### src/rtl/fetch_pkg.sv
// Shared definitions for the fetch stage: FSM state encoding, the default
// bubble word, instruction size and the word-alignment mask.
package fetch_pkg;

  localparam logic [0:0]  BOOT             = 1'b0;
  localparam logic [0:0]  RUN              = 1'b1;

  // sll $0,$0,0
  localparam logic [31:0] NOP_WORD_DEFAULT = 32'h0000_0000;
  localparam logic [31:0] INSTR_BYTES      = 32'd4;
  localparam logic [31:0] ALIGN_MASK       = 32'hFFFF_FFFC;

endpackage

### src/rtl/fetch_pc_unit_if.sv
// Bus bundle between the fetch PC unit and its neighbours (instruction
// memory, hazard/branch logic in later stages, decode).
//   start_addr       boot PC from instruction memory
//   mem_instruction  word returned for read_address (combinational read)
//   read_address     byte address to instruction memory (equals pc)
//   stall            hold PC and IF/ID
//   redirect_valid   branch/jump taken this cycle
//   redirect_target  redirect byte address (low two bits ignored)
//   ifid_instruction registered instruction to decode
//   ifid_pc_plus4    registered PC+4 of that instruction
//   ifid_valid       1 = real instruction, 0 = bubble
// master: environment side; slave: fetch_pc_unit side.
interface fetch_pc_unit_if;

  logic [31:0] start_addr;
  logic [31:0] mem_instruction;
  logic [31:0] read_address;
  logic        stall;
  logic        redirect_valid;
  logic [31:0] redirect_target;
  logic [31:0] ifid_instruction;
  logic [31:0] ifid_pc_plus4;
  logic        ifid_valid;

  modport master (
    output start_addr, mem_instruction, stall, redirect_valid, redirect_target,
    input  read_address, ifid_instruction, ifid_pc_plus4, ifid_valid
  );

  modport slave (
    input  start_addr, mem_instruction, stall, redirect_valid, redirect_target,
    output read_address, ifid_instruction, ifid_pc_plus4, ifid_valid
  );

endinterface

### src/rtl/fetch_pc_unit_ifid_reg.sv
// IF/ID pipeline register. Pure storage: on load it captures either the
// data word or a bubble (NOP_WORD, valid=0); pc_plus4 is captured either way.
//   clock, reset      pipeline clock, synchronous active-high reset
//   load              update the register this cycle
//   bubble            replace the instruction with NOP_WORD and clear valid
//   data_instruction  instruction word to capture
//   data_pc_plus4     PC+4 to capture
//   ifid_*            registered outputs
module ifid_reg #(
  parameter logic [31:0] NOP_WORD = 32'h0000_0000
) (
  input  logic        clock,
  input  logic        reset,
  input  logic        load,
  input  logic        bubble,
  input  logic [31:0] data_instruction,
  input  logic [31:0] data_pc_plus4,
  output logic [31:0] ifid_instruction,
  output logic [31:0] ifid_pc_plus4,
  output logic        ifid_valid
);

  logic [31:0] instr_q, instr_d;
  logic [31:0] pc4_q,   pc4_d;
  logic        valid_q, valid_d;

  always_comb begin
    instr_d = instr_q;
    pc4_d   = pc4_q;
    valid_d = valid_q;
    if (load) begin
      instr_d = bubble ? NOP_WORD : data_instruction;
      pc4_d   = data_pc_plus4;
      valid_d = ~bubble;
    end
  end

  always_ff @(posedge clock) begin
    if (reset) begin
      instr_q <= NOP_WORD;
      pc4_q   <= '0;
      valid_q <= 1'b0;
    end else begin
      instr_q <= instr_d;
      pc4_q   <= pc4_d;
      valid_q <= valid_d;
    end
  end

  assign ifid_instruction = instr_q;
  assign ifid_pc_plus4    = pc4_q;
  assign ifid_valid       = valid_q;

endmodule

### src/rtl/fetch_pc_unit.sv
// Fetch-stage program counter with a one-entry pending-redirect buffer,
// feeding the IF/ID register.
//   clock, reset  pipeline clock, synchronous active-high reset
//   bus           fetch_pc_unit_if.slave (memory, stall/redirect, IF/ID outs)
// Build option: BRANCH_DELAY_SLOT_EN -- when defined the word fetched in a
// redirect/pending-apply cycle is kept as the delay slot; otherwise it is
// squashed to a bubble.
module fetch_pc_unit
  import fetch_pkg::*;
#(
  parameter logic [31:0] RESET_PC = 32'h0000_0000,
  parameter logic [31:0] NOP_WORD = NOP_WORD_DEFAULT
) (
  input  logic              clock,
  input  logic              reset,
  fetch_pc_unit_if.slave    bus
);

  logic [0:0]  state_q, state_d;
  logic [31:0] pc_q, pc_d;
  logic        pending_valid_q, pending_valid_d;
  logic [31:0] pending_target_q, pending_target_d;

  logic        ifid_load;
  logic        ifid_bubble;
  logic        wrong_path;
  logic [31:0] pc_plus4;
  logic [31:0] ifid_instruction;
  logic [31:0] ifid_pc_plus4;
  logic        ifid_valid;

  assign pc_plus4 = pc_q + INSTR_BYTES;

  always_comb begin
    state_d          = state_q;
    pc_d             = pc_q;
    pending_valid_d  = pending_valid_q;
    pending_target_d = pending_target_q;
    ifid_load        = 1'b0;
    ifid_bubble      = 1'b0;
    wrong_path       = 1'b0;

    if (state_q == BOOT) begin
      pc_d        = bus.start_addr;
      state_d     = RUN;
      ifid_load   = 1'b1;
      ifid_bubble = 1'b1;
    end else if (bus.stall) begin
      // Redirects arriving while stalled are parked; the newest wins.
      if (bus.redirect_valid) begin
        pending_valid_d  = 1'b1;
        pending_target_d = bus.redirect_target & ALIGN_MASK;
      end
    end else begin
      ifid_load = 1'b1;
      if (bus.redirect_valid) begin
        pc_d            = bus.redirect_target & ALIGN_MASK;
        pending_valid_d = 1'b0;
        wrong_path      = 1'b1;
      end else if (pending_valid_q) begin
        pc_d            = pending_target_q;
        pending_valid_d = 1'b0;
        wrong_path      = 1'b1;
      end else begin
        pc_d = pc_plus4;
      end
`ifdef BRANCH_DELAY_SLOT_EN
      ifid_bubble = 1'b0;
`else
      ifid_bubble = wrong_path;
`endif
    end
  end

  always_ff @(posedge clock) begin
    if (reset) begin
      state_q          <= BOOT;
      pc_q             <= RESET_PC;
      pending_valid_q  <= 1'b0;
      pending_target_q <= '0;
    end else begin
      state_q          <= state_d;
      pc_q             <= pc_d;
      pending_valid_q  <= pending_valid_d;
      pending_target_q <= pending_target_d;
    end
  end

  ifid_reg #(.NOP_WORD(NOP_WORD)) u_ifid_reg (
    .clock            (clock),
    .reset            (reset),
    .load             (ifid_load),
    .bubble           (ifid_bubble),
    .data_instruction (bus.mem_instruction),
    .data_pc_plus4    (pc_plus4),
    .ifid_instruction (ifid_instruction),
    .ifid_pc_plus4    (ifid_pc_plus4),
    .ifid_valid       (ifid_valid)
  );

  assign bus.read_address     = pc_q;
  assign bus.ifid_instruction = ifid_instruction;
  assign bus.ifid_pc_plus4    = ifid_pc_plus4;
  assign bus.ifid_valid       = ifid_valid;

endmodule

### src/flat_wrapper.sv
// flat-port wrapper written by rule: the top's interface ports become plain ports
module fetch_pc_unit_flat import fetch_pkg::*;
#(
  parameter logic [31:0] RESET_PC = 32'h0000_0000,
  parameter logic [31:0] NOP_WORD = NOP_WORD_DEFAULT
)
  (clock, reset, bus_start_addr, bus_mem_instruction, bus_stall, bus_redirect_valid, bus_redirect_target, bus_read_address, bus_ifid_instruction, bus_ifid_pc_plus4, bus_ifid_valid);
  fetch_pc_unit_if bus_i ();
  input  logic clock;
  input  logic reset;
  input wire logic [$bits(bus_i.start_addr)-1:0] bus_start_addr;
  input wire logic [$bits(bus_i.mem_instruction)-1:0] bus_mem_instruction;
  input wire logic [$bits(bus_i.stall)-1:0] bus_stall;
  input wire logic [$bits(bus_i.redirect_valid)-1:0] bus_redirect_valid;
  input wire logic [$bits(bus_i.redirect_target)-1:0] bus_redirect_target;
  output wire logic [$bits(bus_i.read_address)-1:0] bus_read_address;
  output wire logic [$bits(bus_i.ifid_instruction)-1:0] bus_ifid_instruction;
  output wire logic [$bits(bus_i.ifid_pc_plus4)-1:0] bus_ifid_pc_plus4;
  output wire logic [$bits(bus_i.ifid_valid)-1:0] bus_ifid_valid;
  assign bus_i.start_addr = bus_start_addr;
  assign bus_i.mem_instruction = bus_mem_instruction;
  assign bus_i.stall = bus_stall;
  assign bus_i.redirect_valid = bus_redirect_valid;
  assign bus_i.redirect_target = bus_redirect_target;
  assign bus_read_address = bus_i.read_address;
  assign bus_ifid_instruction = bus_i.ifid_instruction;
  assign bus_ifid_pc_plus4 = bus_i.ifid_pc_plus4;
  assign bus_ifid_valid = bus_i.ifid_valid;
  fetch_pc_unit #(.RESET_PC(RESET_PC), .NOP_WORD(NOP_WORD)) u_core (.clock(clock), .reset(reset), .bus(bus_i));
endmodule
### config.mk
export PLATFORM = sky130hd
export DESIGN_NAME = fetch_pc_unit_flat
export DESIGN_NICKNAME = d
export VERILOG_FILES = /design/src/rtl/fetch_pkg.sv /design/src/rtl/fetch_pc_unit_if.sv /design/src/rtl/fetch_pc_unit_ifid_reg.sv /design/src/rtl/fetch_pc_unit.sv /design/src/flat_wrapper.sv
export SDC_FILE = /design/constraint.sdc
export NUM_CORES = 1
export LEC_CHECK = 0
export CAP_MARGIN = 0
export CORE_MARGIN = 2
export CORE_UTILIZATION = 41
export CTS_BUF_LIST = sky130_fd_sc_hd__clkbuf_4
export CTS_CLUSTER_DIAMETER = 120
export DETAILED_ROUTE_END_ITERATION = 6
export PLACE_DENSITY = 0.78
export SKIP_LAST_GASP = 1
export SLEW_MARGIN = 10
export SYNTH_ARGS = -nofsm -noshare
export SYNTH_HDL_FRONTEND = slang
export SYNTH_SLANG_ARGS = --single-unit
### constraint.sdc
create_clock -name clock -period 1.9 [get_ports clock]
set_clock_uncertainty 0.05 [all_clocks]
set_input_delay 0.57 -clock clock [delete_from_list [all_inputs] [get_ports clock]]
set_output_delay 0.57 -clock clock [all_outputs]
set_load 0.03 [all_outputs]
==> impl_metrics.csv <==
group,metric,value,unit
status,outcome,"finished, violations left",
status,violations,"design-rule violations",
drt,drtIter0Drc,631,
grt,grtUsageTotal,26.3,%
clock_network,clock_path_buffers,2,
floorplan,start_util,41.6,%
timing,setup_violations,0,
logic_synthesis,syn_avg_cell_area,7.85,µm²
logic_synthesis,ys_top_cells_by_area,"dfxtp_1 (43%), nand2_1 (7.2%), a21oi_1 (6.4%), nor2_1 (5.3%), a22oi_1 (4.0%)",
finish,n_fill_cell,1299,
placement,dp_hpwl,15.3,mm
logic_synthesis,synth.distinct_cells,52,
worst_setup_path,path_buf_inv,1,
clock_network,cts_hold_buf,0,
clock_network,clk_latency,580,ps
logic_synthesis,synthArstFlopShare,0,%
timing,max_freq,530,MHz
grt,gr-total-overflow,0,
logic_synthesis,netlist_instances,764,
logic_synthesis,synth_seq_cells,129,
floorplan,die_h,125,µm
drt,maxUsedRoutingLayer,"met4",
timing,slew_violations,0,
worst_setup_path,start_kind,"flip-flop",
worst_setup_path,endpoint_kind,"primary output",
drt,postRouteWirelength,21.2,mm
finish,finalNetCount,1096,
floorplan,core-area,0.0144,mm²
pwr,powerDensity,725,mW/mm²
grt,first_global_vias,6067,
placement,io_buffers,194,
floorplan,pin_count,197,
floorplan,die_x,125,µm
pwr,p_leak,0.00342,µW
drt,wl_met2,9.60,mm
worst_setup_path,arrival,1270,ps
drt,routed_via_density,5.57,
logic_synthesis,netlist.area_leader.share,43.0,%
grt,grt_pass1_wl,32.6,mm
clock_network,htreeDepth,4,
clock_network,cts_tree,"yes",
logic_synthesis,syn_area,0.00600,mm²
worst_setup_path,path_cells,"buf_2",
logic_synthesis,synth_edf_count,0,
worst_setup_path,path_class,"flip-flop to primary output",
worst_setup_path,crit_path_top_delay_cell,"dfxtp_2",
timing,grt_setup_unrepaired,"yes",
timing,maxSlewHeadroom,67.6,%
timing,timing.hold.ws,211,ps
pwr,ir_drop,0.405,mV
logic_synthesis,syn-num-nets,865,
worst_setup_path,slowest_delay,440,ps
finish,area_growth,47.7,%
grt,antenna_found_initial,1,
clock_network,cts_root_buf,"clkbuf_4",
job,cap_viol_max_count,0,
drt,drt-met1-wl,9.24,mm
worst_setup_path,crit_path_max_fanout,6,
pwr,power,6420,µW
timing,finalHoldViolations,0,
timing,finalCriticalPeriod,1890,ps
logic_synthesis,ys_warn_count,0,
logic_synthesis,synthMostInstantiatedCell,"dfxtp_1",
logic_synthesis,yosysTopAreaCell,"dfxtp_1",
clock_network,cts.reportedPaths.clkPinSlew,120,ps
drt,first_pass_iters,7,
drt,route.vias.total,6643,
logic_synthesis,synth_top_cells_by_count,"dfxtp_1 (129), nand2_1 (115), nor2_1 (84)",
floorplan,row_count,44,
finish,finish.utilization,61.5,%
timing,worst_slew_pin_slew,482,ps
finish,drive_above_1_share,27.0,%
drt,drcViolationCount,5,
drt,wl_per_cell,17.7,µm
placement,routabilityCongestion,0.903,
drt,wl_met3,1.56,mm
drt,ant_nets,0,
worst_setup_path,cp.required,1280,ps
clock_network,numCtsBuffers,17,
floorplan,die_area,0.0156,mm²
worst_setup_path,critPathTopFamily,"flip-flops",
logic_synthesis,ys.flop_type,"dfxtp_1",
grt,grt_max_degree,43,
timing,timing.final.crit_share,99.2,%
min_path,hold_path_class,"input pin to flip-flop",
clock_network,cts.sinks,129,
logic_synthesis,ys_seq_area_share,43.0,%
==> through the flow <==
| step | area [µm²] | TNS (ps) | worst slack, ps | instances |
|---|---|---|---|---|
| 3_5_place_dp | 8660 | -35330 | -449 | 1157 |
| 3_3_place_gp | 8660 | -33540 | -429 | 1157 |
| 5_1_grt | 8860 | -67.0 | -31.3 | 1193 |
| 6_report | 8860 | 0 | 14.6 | 1193 |
| 2_1_floorplan | 6050 | -2.30 | -2.30 | 764 |
| 4_1_cts | 8950 | -80.4 | -74.5 | 1190 |
==> worst paths after layout <==
path | start | to | slack, ps | depth (start not counted)
worst min register to register | u_core.u_ifid_reg.ifid_pc_plus4[21] | u_core.u_ifid_reg.ifid_pc_plus4[21] | 410 | 2
worst min-delay path | reset | u_core.u_ifid_reg.ifid_pc_plus4[7] | 210 | 2
worst max-delay path | u_core.bus.read_address[7] | bus_read_address[7] | 10 | 1
worst max register to register | u_core.bus.read_address[13] | u_core.u_ifid_reg.ifid_pc_plus4[20] | 50 | 6
==> cell usage in the layout (no fill, tap or decap), types with 5 or more instances in the layout <==
master           synthesis  final
a31oi_1                 11     11
inv_1                   14     14
nor3_1                  14     12
a22oi_1                 32     32
dfxtp_1                129    102
clkdlybuf4s50_1          0     96
buf_6                    1     11
nand3b_1                 8      8
clkbuf_4                 0     20
nand4_1                 12     12
clkdlybuf4s15_2          0     24
dfxtp_4                  0     10
nor2_1                  84     82
o31a_1                   9      9
nand2_1                115    114
a211oi_1                23     22
nor4_2                   4      6
o21ai_0                 47     43
xnor2_1                 16     15
nand3_1                 18     14
a21oi_1                 77     77
buf_2                    4     58
nand2b_1                 8      8
and3_1                   6      5
o211ai_1                 9      9
xor2_1                   5      5
buf_4                    2     78
dfxtp_2                  0     17
o21ai_1                  3      7
buf_12                   0      8
==> repair_timing <==
item	CTS	global route
resized for setup	380	124
hold endpoints to repair	0	0
pin swaps	0	3
setup buffers	1	2
endpoints found under the setup margin	105	78
==> layer usage <==
layer	GRT usage, %	vias up
met5	0	-
met1	36.4	3077
met4	11.5	0
li1	-	3190
met3	4.92	58
met2	40.2	318
==> cell families (layout without fill, tap and decap cells) <==
kind of cell	after synthesis	in the layout	synth area share [%]
and+or+nand+nor	294	294	23.1
AOI/OAI and AO/OA	235	235	24.7
DFF	129	129	43.0
buffers and inverters	81	325	5.40
xor gates and xnor gates	21	21	3.07
muxes	3	3	0.501
adders and majority gates	1	1	0.209
other	0	1	0
==> area by class of cell <==
class	count	area (µm²)	share of cell area (%)
timing repair buffer	278	2420	27.3
clock buffer	18	135	1.52
tap	184	230	2.60
multi-input combinational	554	3220	36.3
clock inverter	14	163	1.84
sequential	129	2640	29.8
inverter	15	56.3	0.635
antenna	1	2.50	0.0282
==> report_power, final <==
group	switching (µW)	total, µW	internal [µW]
registers	122	2970	2850
logic	804	1430	627
clock network	1100	2020	922
total	2020	6420	4400
==> flip-flops by register name, summed over array words and instances, names as in the netlist <==
name,cells
u_core.pending_target_q,30
u_core.bus.read_address,32
u_core.u_ifid_reg.ifid_valid,1
u_core.u_ifid_reg.ifid_pc_plus4,32
u_core.state_q,1
u_core.pending_valid_q,1
u_core.u_ifid_reg.ifid_instruction,32
Note: power is estimated with default switching activity, not from simulation.
